### src/rtl/npc_ras_unit.sv
`default_nettype none
//------------------------------------------------------------------------------
// npc_ras_unit - fetch PC register, next-PC select and return-address stack
// Revision: 1.0
//------------------------------------------------------------------------------
module npc_ras_unit #(
  parameter logic [31:0] RESET_PC   = 32'h0000_3000,
  parameter logic [31:0] EXC_VECTOR = 32'h0000_4180,
  parameter int          RAS_DEPTH  = 4,
  parameter int          CNT_W      = 16
) (
  input  logic             clk_i,
  input  logic             reset_i,
  input  logic             stall_i,
  input  logic [2:0]       npc_op_i,
  input  logic             cmp_i,
  input  logic [31:0]      id_pc_i,
  input  logic [15:0]      imm16_i,
  input  logic [25:0]      jmp_addr_i,
  input  logic [31:0]      jmp_reg_i,
  input  logic             link_i,
  input  logic             exc_req_i,
  input  logic             eret_req_i,
  input  logic [31:0]      epc_i,
  output logic [31:0]      pc_o,
  output logic [31:0]      npc_o,
  output logic [31:0]      ras_top_o,
  output logic             ras_empty_o,
  output logic             pc_misalign_o,
  output logic [CNT_W-1:0] mispredict_cnt_o
);

  localparam int               c_PTR_W  = $clog2(RAS_DEPTH);
  localparam int               c_CNT_W  = $clog2(RAS_DEPTH + 1);
  localparam logic [c_CNT_W-1:0] c_FULL = c_CNT_W'(RAS_DEPTH);
  localparam logic [2:0]       c_OP_BR  = 3'd1;
  localparam logic [2:0]       c_OP_JI  = 3'd2;
  localparam logic [2:0]       c_OP_JR  = 3'd3;
  localparam logic [2:0]       c_OP_RET = 3'd4;

  logic [31:0]        pc_q;
  logic [31:0]        ras_mem_q [RAS_DEPTH];
  logic [c_PTR_W-1:0] ptr_q, ptr_d;
  logic [c_CNT_W-1:0] cnt_q, cnt_d;
  logic [CNT_W-1:0]   mis_q, mis_d;

  logic [31:0]        w_pc_plus4;
  logic [31:0]        w_id_plus4;
  logic [31:0]        w_br_tgt;
  logic [31:0]        w_j_tgt;
  logic [31:0]        w_npc;
  logic [c_PTR_W-1:0] w_top_idx;
  logic               w_empty;
  logic [31:0]        w_top;
  logic               w_active;
  logic               w_ret;
  logic               w_pop;
  logic               w_push;
  logic [c_PTR_W-1:0] w_ptr_pop;
  logic [c_CNT_W-1:0] w_cnt_pop;

  assign w_pc_plus4 = pc_q + 32'd4;
  assign w_id_plus4 = id_pc_i + 32'd4;
  assign w_br_tgt   = w_id_plus4 + {{14{imm16_i[15]}}, imm16_i, 2'b00};
  assign w_j_tgt    = {w_id_plus4[31:28], jmp_addr_i, 2'b00};

  always_comb begin
    w_npc = w_pc_plus4;
    if (exc_req_i) begin
      w_npc = EXC_VECTOR;
    end else if (eret_req_i) begin
      w_npc = epc_i;
    end else begin
      case (npc_op_i)
        c_OP_BR:           w_npc = cmp_i ? w_br_tgt : w_pc_plus4;
        c_OP_JI:           w_npc = w_j_tgt;
        c_OP_JR, c_OP_RET: w_npc = jmp_reg_i;
        default:           w_npc = w_pc_plus4;
      endcase
    end
  end

  // Top lives one slot below the write pointer; power-of-two depth makes the wrap free.
  assign w_top_idx = ptr_q - c_PTR_W'(1);
  assign w_empty   = (cnt_q == '0);
  assign w_top     = w_empty ? 32'd0 : ras_mem_q[w_top_idx];

  assign w_active  = !reset_i && !stall_i && !exc_req_i && !eret_req_i;
  assign w_ret     = w_active && (npc_op_i == c_OP_RET);
  assign w_pop     = w_ret && !w_empty;
  assign w_push    = w_active && link_i;
  assign w_ptr_pop = w_pop ? w_top_idx : ptr_q;
  assign w_cnt_pop = w_pop ? (cnt_q - c_CNT_W'(1)) : cnt_q;

  // A return with link pops first and then pushes, so the top entry is replaced.
  always_comb begin
    ptr_d = w_ptr_pop;
    cnt_d = w_cnt_pop;
    mis_d = mis_q;
    if (w_push) begin
      ptr_d = w_ptr_pop + c_PTR_W'(1);
      cnt_d = (w_cnt_pop == c_FULL) ? c_FULL : (w_cnt_pop + c_CNT_W'(1));
    end
    if (w_ret && (w_empty || (w_top != jmp_reg_i)) && (mis_q != '1)) begin
      mis_d = mis_q + CNT_W'(1);
    end
  end

  always_ff @(posedge clk_i) begin
    if (reset_i) begin
      pc_q  <= RESET_PC;
      ptr_q <= '0;
      cnt_q <= '0;
      mis_q <= '0;
    end else begin
      if (!stall_i || exc_req_i) begin
        pc_q <= w_npc;
      end
      ptr_q <= ptr_d;
      cnt_q <= cnt_d;
      mis_q <= mis_d;
    end
  end

  // Entries are only read while counted as valid, so the storage needs no reset.
  always_ff @(posedge clk_i) begin
    if (w_push) begin
      ras_mem_q[w_ptr_pop] <= w_id_plus4 + 32'd4;
    end
  end

  assign pc_o             = pc_q;
  assign npc_o            = w_npc;
  assign ras_top_o        = w_top;
  assign ras_empty_o      = w_empty;
  assign pc_misalign_o    = |pc_q[1:0];
  assign mispredict_cnt_o = mis_q;

endmodule
`default_nettype wire

### config.mk
export PLATFORM = sky130hd
export DESIGN_NAME = npc_ras_unit
export DESIGN_NICKNAME = d
export VERILOG_FILES = /design/src/rtl/npc_ras_unit.sv
export SDC_FILE = /design/constraint.sdc
export NUM_CORES = 1
export LEC_CHECK = 0
export ABC_AREA = 1
export CORE_UTILIZATION = 57
export CTS_CLUSTER_DIAMETER = 60
export DETAILED_ROUTE_END_ITERATION = 6
export DONT_BUFFER_PORTS = 1
export PLACE_DENSITY = 0.72
export REMOVE_ABC_BUFFERS = 1
export SLEW_MARGIN = 10
export SYNTH_ARGS = -nofsm -noshare
export SYNTH_HDL_FRONTEND = slang
export SYNTH_SLANG_ARGS = --single-unit
### constraint.sdc
create_clock -name clk_i -period 6.9 [get_ports clk_i]
set_input_delay 1.38 -clock clk_i [delete_from_list [all_inputs] [get_ports clk_i]]
set_output_delay 1.38 -clock clk_i [all_outputs]
set_load 0.02 [all_outputs]
==> impl_metrics.yaml <==
synth:
  synth-seq-cells: 181
  syn_area_per_cell_um2: 6.590
  yosysSeqAreaShare: 0.3372
  synth_top_cell_by_area: "edfxtp_1"
  synthDistinctLibCells: 52
  synth.area.top_cells: "edfxtp_1, nand2_1, dfxtp_1, inv_1, nor2_1"
  yosysTopAreaCellShare: 0.2643
  synthCells: 2207
  synth_area_um2: 14550
  ys_warn_count: 0
final_layout:
  register_area_um2: 4906
  area.growth.synth_to_final_pct: 5.952
  multiInputGateArea_um2: 8257
  layout.cells.non_filler: 2525
  nets: 2372
  drive_gt1_frac: 0.05023
  fill_cells: 2416
hold_path:
  hold_depth: 2
  min_to: "mispredict_cnt_o[8]"
  min_from: "mispredict_cnt_o[8]"
  hold_path_class: "flop to flop"
clock_network:
  cts.path.max_buffers: 2
  clk_latency_ns: 0.45
  cts.repair.resized: 0
  cts_tree: "yes"
  clockRootBuffer: "clkbuf_16"
  ctsHtreeMaxLevel: 4
  cts_setup_buffers: 0
  cts_buffers: 17
  cts_hold_buf: 0
  clock_sinks: 181
  clk_pin_slew_worst_paths_ns: 0.09
detailed_routing:
  avgViaCountPerCell: 5.784
  first_iter_violations: 1783
  ant_nets: 0
  drt_wl_total_um: 50540
  first_pass_iters: 6
  num_vias: 14610
  wl_per_cell_um: 20.02
  drc: 0
timing:
  tns_ns: 0
  post-route-period-util: 0.8644
  relSlewSlack: 0.4094
  finalCriticalPeriod_ns: 5.964
  hold_viol_final: 0
  grt_setup_unrepaired: "false"
  fin_skew_ns: 0.01294
  report.final.setup_viol: 0
  fmax_ghz: 0.1677
  maxSlewViolCount: 0
  tightest_slew_ns: 0.8804
place:
  place.port_buffers: 0
  placed_cells_incl_taps: 2488
  dpl.hpwl_um: 39450
  place.gp.congestion: 1.014
worst_setup_path:
  critPathBufInv: 2
  crit_slowest_cell: "ha_1"
  crit_family: "simple AND/OR/NAND/NOR gates"
  cp-end-kind: "output pin"
  critPathKind: "input pin to output pin"
  r2r-start: "ptr_q[1]"
  worstPathArrival_ns: 4.58
  start_kind: "input pin"
  cp_cell_sequence: "ha_1 -> nand2_1 -> nor2_2 -> nand2_1 -> nor2_2 -> nand4_1 -> xor2_1 -> inv_1 -> ha_1 -> nand2_1 -> nor2_1 -> nand2_1 -> inv_1 -> nand3_1 -> or2_2 -> nand3_1 -> nand2_1 -> nand3_1 -> nand2_1 -> nand2_1 -> nand2_1 -> nand2_1"
  reg2reg_depth: 17
  cpPeakStageDelay_ns: 0.38
  crit_fanout: 12
  reg2reg_setup_slack_ns: 3.15
  r2r-end: "mispredict_cnt_o[7]"
  cp_data_required_time_ns: 5.52
  crit_top_cell: "nand2_1"
grt:
  antenna_found_initial: 7
  grt_pass1_wl_um: 74520
  grt_usage: 0.3806
  grt_pass1_vias: 12770
  grt_max_degree: 61
  grt-ovfl-total: 0
run_status:
  status: "complete, no violations"
die:
  start_util: 0.5793
  coreArea_um2: 25110
  die_y_um: 161.7
  die_x_um: 161.7
  ios: 262
  design.die.area_um2: 26160
  rows: 58
pwr:
  vdd_drop_max_mv: 0.1489
  power_density_nw_per_um2: 182.0
  p_leak_uw: 0.007203
job:
  drv_cap: 0
## how the worst max path moves through the flow
stage | startpoint | end | cells after the start
after floorplan | id_pc_i[2] | npc_o[24] | 22
after global placement | id_pc_i[2] | npc_o[24] | 22
after detailed placement | id_pc_i[2] | npc_o[31] | 20
after CTS | id_pc_i[2] | npc_o[31] | 20
after global routing | id_pc_i[2] | npc_o[31] | 20
final | id_pc_i[2] | npc_o[24] | 22
## report_power, final
part / internal, uW / total [uW] / leakage, uW / switching [uW]
Clock: 508 / 1050 / 0.000306 / 541
Sequential: 1180 / 1210 / 0.00158 / 35.7
Combinational: 151 / 543 / 0.00531 / 392
Total: 1840 / 2800 / 0.00720 / 968
## layout by cell type (no fill, tap or decap), types with 20 or more instances in the layout
cell type  count
xor2_1        71
nand2_1      866
o21ai_0       60
ha_1          46
nor3_1        24
nor2_1       182
nand4_1       49
nor2_2        20
dfxtp_1       52
a21oi_1       96
inv_1        277
edfxtp_1     128
nand3_1      123
## sequential cells by signal, summed over array words and instances, names as in the netlist
| name | cells |
|---|---|
| cnt_q | 3 |
| mispredict_cnt_o | 16 |
| pc_o | 32 |
| ptr_q | 2 |
| ras_mem_q | 128 |
## layout make-up
cell class	count	share of cell area
multi-input cells	1673	0.5358
clock buffers	17	0.02760
clock inverters	15	0.01380
inverters	293	0.07153
well taps	330	0.02679
diodes	5	0.0008119
repair buffers	11	0.005358
flip-flops and latches	181	0.3183
## layer usage
layer,GRT usage,up-vias,wire [um]
li1,-,7018,-
met3,0.09321,122,5048
met1,0.5024,6667,20620
met5,0,-,28
met2,0.5997,794,22820
met4,0.1518,4,2022
## worst reg2reg max path, cell delays in order (launching register included)
cell and delay [ns]:
dfxtp_1 0.33, inv_2 0.52, nand2_4 0.47, nand2_4 0.47, nand2_1 0.10, nand2_1 0.13, nand2_1 0.13, inv_1 0.24
nand2_1 0.08, nand2_1 0.07, nand2_1 0.11, nor2_1 0.12, nand2_1 0.07, nor2_1 0.13, nand2_2 0.22, nand3_4 0.26
nand2_1 0.09, a21oi_1 0.16
## cells by family (layout without fill, tap and decap cells)
logic type,after synthesis,after routing,share of synthesized area
buf+inv,353,336,0.09583
simple gates,1324,1324,0.3851
flops,181,181,0.3372
fa+ha+maj,47,47,0.04095
other cells,0,5,0
compound gates,210,210,0.08292
xor+xnor,92,92,0.05798
## synthesized netlist by cell type (all sizes together)
cell and count:
nand2 876, inv 288, nor2 206, edfxtp 128, nand3 127, a21oi 96, xor2 76, o21ai 60
dfxtp 53, nand4 49, ha 46, buf 31, nor3 31, clkbuf 29, nand3b 17, a221oi 16
xnor2 16, nor4 8, o211ai 8, a22oi 7, clkinv 5, o21bai 5, or2 4, a31oi 3
o2111ai 3, o31ai 3, a211oi 2, a21boi 2, and2 2, and3 2, o22ai 2, fa 1
nor3b 1, o21a 1, o221ai 1, o311ai 1, or4 1
## per-stage QoR
stage | instance area [um2] | utilization | worst slack [ns] | power [uW] | hold WS (ns)
finish | 15410 | 0.6138 | 0.9358 | 2805 | 0.6043
global route | 15400 | 0.6134 | 0.6051 | 2900 | 0.6195
CTS | 15400 | 0.6133 | 0.9828 | 2788 | 0.6016
detailed placement | 14760 | 0.5879 | 0.9804 | 1764 | 0.5889
global placement | 14760 | 0.5879 | 1.070 | 1760 | 0.5807
floorplan | 14250 | - | 1.512 | 1607 | 0.5585
Power figures use the tool's default switching activity.
==> patch 1 (same flow settings) <==
Make the reset (`reset_i`) asynchronous in one clocked block.
--- a/src/rtl/npc_ras_unit.sv
+++ b/src/rtl/npc_ras_unit.sv
@@ -106,7 +106,7 @@
     end
   end
 
-  always_ff @(posedge clk_i) begin
+  always_ff @(posedge clk_i or posedge reset_i) begin
     if (reset_i) begin
       pc_q  <= RESET_PC;
       ptr_q <= '0;
Behaviour: differs if reset_i is asserted again (counterexample within 4 cycles, from zero or initial values and one cycle with reset_i high); with reset_i held inactive, the same outputs for 4 cycles.
==> patch 1 against the unedited design <==
  * Synthesized cell count decreased by 0.59%
  * Hold slack improved by 0.00067 ns
  * Count of clock-buffer cells in the layout stayed put
  * Synthesized area is 0.34% lower
  * Via count barely moved
  * Setup slack got worse by 0.21 ns
  * Critical path depth shrank 3
  * Global-route usage is 1.2 points higher
  * Wire length grew 1.2%
  * Design area rose by 0.48%
  * Sequential cell count is the same
Power is not compared: it rests on default switching activity, and its combinational part moved more than twofold at a synthesized area within 25%.
==> patch 1: results (changes against the unedited design) <==
| Metric | Value |
|---|---|
| Via count of the first global-routing pass | `13240 (was 12772)` |
| Pin count of the biggest net entering global routing | `56 (was 61)` |
| Inverter count of the layout excluding clock inverters | `327 (was 293)` |
| HPWL after DPL | `39800 microns (was 39400 microns)` |
| Layout Cells excl Fill | `2521 (was 2525)` |
| Antenna Diode Count | `4 (was 5)` |
| Total area of sequential cells | `5170 sq um (was 4910 sq um)` |
| Total of fill cells in the finished design | `2260 (was 2416)` |
| Routed wire length | `51200 microns (was 50500 microns)` |
| Drt first pass iters | `7 (was 6)` |
| Count of input and output buffers | `0 (unchanged)` |
| Total Nets Final | `2375 (was 2372)` |
| Relative area of non-clock buffer cells in the final design | `1.07% (was 0.536%)` |
| Area of the die | `26100 sq um (was 26200 sq um)` |
| Plain + repair buffers | `22 (was 11)` |
| Number of standard cells after synthesis | `2194 (was 2207)` |
| Post-route worst hold slack | `0.605 ns (was 0.604 ns)` |
| Status | `finished clean (unchanged)` |
| Distinct cell type count of the synthesized netlist | `45 (was 52)` |
| Global Route met2 Usage | `61.7% (was 60.0%)` |
| Global routing met3 resource utilization | `9.84% (was 9.32%)` |
| Data arrival time of the critical path | `4.80 ns (was 4.58 ns)` |
| Most common library cells after synthesis | `nand2_1 (801), inv_1 (320), nor2_1 (240) (was nand2_1 (866), inv_1 (277), nor2_1 (186))` |
| Worst setup timing slack at the placement stage | `0.792 ns (was 0.980 ns)` |
| Critical R2R Launch | `ptr_q[0]$_DFF_PP0_ (was ptr_q[1]$_SDFF_PP0_)` |
| Antenna violations before repair | `6 (was 7)` |
| Top area cells in the synthesized netlist | `edfxtp_1 (27%), nand2_1 (21%), dfrtp_1 (8.8%) (was edfxtp_1 (26%), nand2_1 (22%), dfxtp_1 (7.3%))` |
| Starting DRT DRC Count | `1800 (was 1783)` |
| Worst-case hold path end point | `pc_o[12]$_DFFE_PP1P_ (was mispredict_cnt_o[8]$_SDFFE_PP0P_)` |
| Max Clock Skew | `0.0143 ns (was 0.0129 ns)` |
| Utilization of the core after routing | `62.9% (was 61.4%)` |
| Multi-input gate share of total cell area | `50.8% (was 53.6%)` |
| Min-delay src | `pc_o[12]$_DFFE_PP1P_ (was mispredict_cnt_o[8]$_SDFFE_PP0P_)` |
| Multi-input comb cells | `1631 (was 1673)` |
| Final RePlAce weighted congestion | `1.00 (was 1.01)` |
| Met1 usage | `51.9% (was 50.2%)` |
| Share of final layout cell area taken by clock buffers and inverters | `4.14% (about the same)` |
| Endpoint of the worst-slack reg-to-reg timing path | `mispredict_cnt_o[10]$_DFFE_PP0P_ (was mispredict_cnt_o[7]$_SDFFE_PP0P_)` |
| Seq/Total Area, Yosys | `35.7% (was 33.7%)` |
## patch 1: cell count changes after synthesis, moves of 14 or more
cell and delta:
nand2_1 -65, inv_1 +43, nand3_1 +44, dfrtp_1 +51, dfxtp_1 -53, a21oi_1 -38
xor2_1 -14, nor2_1 +54
## patch 1: how the worst max path moves through the flow
stage	start	to	slack, ns	depth (start not counted)
floorplan	reset_i	ras_mem_q[0][0]$_DFFE_PP_	1.50	8
global placement	id_pc_i[2]	npc_o[22]	0.86	19
detailed placement	id_pc_i[2]	npc_o[26]	0.79	19
CTS	id_pc_i[2]	npc_o[26]	0.80	19
global route	id_pc_i[9]	npc_o[26]	0.46	19
finish	id_pc_i[2]	npc_o[26]	0.72	19
## patch 1: critical path, cell delays in order
cell,delay [ns]
nand3_2,0.13
nor2_2,0.18
nand3_1,0.21
nor2_1,0.21
xor2_1,0.41
inv_1,0.16
ha_1,0.43
nand2_1,0.12
nor2_1,0.28
nand2_1,0.15
nor2_1,0.11
nand2_1,0.11
nand3_1,0.10
nand2_1,0.05
nand3_1,0.06
nand2_1,0.05
nand2_1,0.05
nand2_1,0.08
a21boi_0,0.54
## patch 1: cell families (layout without fill, tap and decap cells)
logic type	Yosys count	in the layout	share of synthesized area (%)
AOI/OAI and AO/OA	187	187	7.65
xor gates and xnor gates	69	69	4.17
adders and majority gates	47	47	4.11
buffers and inverters	382	381	10.2
DFF	181	181	35.7
other	0	4	0
and+or+nand+nor	1328	1328	38.2
## patch 1: layer usage
| metal | part of all wire (%) | up-vias |
|---|---|---|
| met3 | 11 | 119 |
| met5 | 0.059 | - |
| met1 | 40 | 6696 |
| li1 | - | 6976 |
| met4 | 4.2 | 4 |
| met2 | 45 | 819 |
==> patch 2 (same settings) <==
Made on the original files. The parameter `RAS_DEPTH` goes from 4 to 8.
--- a/src/rtl/npc_ras_unit.sv
+++ b/src/rtl/npc_ras_unit.sv
@@ -6,7 +6,7 @@
 module npc_ras_unit #(
   parameter logic [31:0] RESET_PC   = 32'h0000_3000,
   parameter logic [31:0] EXC_VECTOR = 32'h0000_4180,
-  parameter int          RAS_DEPTH  = 4,
+  parameter int          RAS_DEPTH  = 8,
   parameter int          CNT_W      = 16
 ) (
   input  logic             clk_i,
Check against the original RTL: no difference found for any inputs over 4 cycles, from zero or initial values and one cycle with reset_i high; that may be too few to reach the edited logic, so the function may still have changed.
==> patch 2 against the unedited design <==
  * The run now ends with design-rule violations left
  * Wire length grew 32%
  * Sequential share of layout area grew 10 points
  * Hold slack lost 0.030 ns
  * Design area grew 36%
  * Synthesized area grew 33%
  * Sequential cell count grew 130
  * Total power grew 61%
  * Synthesized cell count grew 15%
  * Setup slack lost 0.46 ns
==> patch 2: results (changes against the unedited design) <==
| Metric | Value |
|---|---|
| Most common library cells after synthesis | `nand2_1 (696), inv_1 (327), nor2_1 (301) (was nand2_1 (866), inv_1 (277), nor2_1 (186))` |
| Worst Reg2Reg Path Length in Cells | `9 (was 17)` |
| Drt first pass iters | `7 (was 6)` |
| GRT Total Usage | `37.9% (was 38.1%)` |
| Endpoint of the most critical setup path | `npc_o[23] (was npc_o[24])` |
| Global-route wire length before repair | `99600 microns (was 74500 microns)` |
| Max clock buf depth | `3 (was 2)` |
| Violated checks | `design-rule violations` |
| Post-synthesis share of cell area spent on full adders, half adders and majority gates | `2.82% (was 4.09%)` |
| Fraction of layout instances using a drive strength above 1 | `4.63% (was 5.02%)` |
| Via count of the first global-routing pass | `16675 (was 12772)` |
| Endpoint of the worst-slack reg-to-reg timing path | `ras_mem_q[0][1]$_DFFE_PP_ (was mispredict_cnt_o[7]$_SDFFE_PP0P_)` |
| H-Tree Level Count | `2 (was 4)` |
| Cell with the largest stage delay on the worst path | `o21ai_0 (was ha_1)` |
| Seq/Total Area, Yosys | `45.4% (was 33.7%)` |
| Share of total power consumed by net switching | `27.0% (was 34.5%)` |
| Clock latency at the later pin of the worst-skew pair | `0.56 ns (was 0.45 ns)` |
| Critical R2R Launch | `ptr_q[0]$_SDFF_PP0_ (was ptr_q[1]$_SDFF_PP0_)` |
| Top area cells in the synthesized netlist | `edfxtp_1 (40%), nand2_1 (13%), inv_1 (6.3%) (was edfxtp_1 (26%), nand2_1 (22%), dfxtp_1 (7.3%))` |
| Compound-cell area share of the yosys netlist | `8.28% (was 8.29%)` |
| XOR/XNOR share of the synthesized area | `4.50% (was 5.80%)` |
| Pin count of the biggest net entering global routing | `100 (was 61)` |
| Max Clock Skew | `0.0172 ns (was 0.0129 ns)` |
| Comb pwr share | `12.8% (was 19.4%)` |
| Mean instance size in the synthesized netlist | `7.65 sq um (was 6.59 sq um)` |
| Peak VDD IR | `0.000264 V (was 0.000149 V)` |
| Number of vias in the routed layout | `17804 (was 14605)` |
| Clock-pin slew on the worst setup and hold paths | `0.06 ns (was 0.09 ns)` |
| Leakage power | `0.00882 uW (was 0.00720 uW)` |
| Status | `finished, violations left (was finished clean)` |
| Number of buffers inserted during clock tree synthesis | `34 (was 17)` |
| Critical path peak fanout | `13 (was 12)` |
| Routed wire length | `66900 microns (was 50500 microns)` |
| Design Power | `4510 uW (was 2800 uW)` |
| Worst setup timing slack at the placement stage | `0.629 ns (was 0.980 ns)` |
| HPWL after DPL | `49400 microns (was 39400 microns)` |
| Number of enable flip-flop cells after synthesis | `256 (was 128)` |
| Final RePlAce weighted congestion | `0.999 (was 1.01)` |
| Layout Cells excl Fill | `2978 (was 2525)` |
| Total Nets Final | `2697 (was 2372)` |
| Residual DRC count | `2 (was 0)` |
[patch 2: changes by cell type after synthesis, sizes merged, moves of 13 or more]
cell    change
nand3b     -13
nor2      +102
nand2     -179
nand3     +107
inv        +43
o21ai      +55
nand4      +27
clkbuf     +16
edfxtp    +128
[patch 2: cells by family after synthesis]
family,after synthesis
compound gates,280
xor+xnor,97
fa+ha+maj,43
buf+inv,421
flops,311
simple gates,1382
[patch 2: worst min-delay path by stage]
stage / start / endpoint / slack [ns]
5_1_grt: mispredict_cnt_o[15]$_SDFFE_PP0P_ / mispredict_cnt_o[15]$_SDFFE_PP0P_ / 0.61
3_3_place_gp: mispredict_cnt_o[15]$_SDFFE_PP0P_ / mispredict_cnt_o[15]$_SDFFE_PP0P_ / 0.57
3_5_place_dp: mispredict_cnt_o[15]$_SDFFE_PP0P_ / mispredict_cnt_o[15]$_SDFFE_PP0P_ / 0.57
2_1_floorplan: mispredict_cnt_o[15]$_SDFFE_PP0P_ / mispredict_cnt_o[15]$_SDFFE_PP0P_ / 0.55
4_1_cts: mispredict_cnt_o[15]$_SDFFE_PP0P_ / mispredict_cnt_o[15]$_SDFFE_PP0P_ / 0.58
6_report: mispredict_cnt_o[15]$_SDFFE_PP0P_ / mispredict_cnt_o[15]$_SDFFE_PP0P_ / 0.57
[patch 2: cell type report]
cell class | count | area (sq um)
Inverter | 333 | 1250
Multi-Input combinational cell | 1802 | 9000
Fill cell | 2878 | 12500
Tap cell | 448 | 561
Sequential cell | 311 | 8790
Antenna cell | 1 | 2.50
Timing Repair Buffer | 24 | 180
Clock buffer | 43 | 907
Clock inverter | 16 | 206
[patch 2: routing by layer]
layer / GRT usage, % / share of wire, %
met2: 58.7 / 45
met4: 17.0 / 4.5
met1: 50.5 / 40
met3: 9.14 / 11
met5: 0 / 0.078
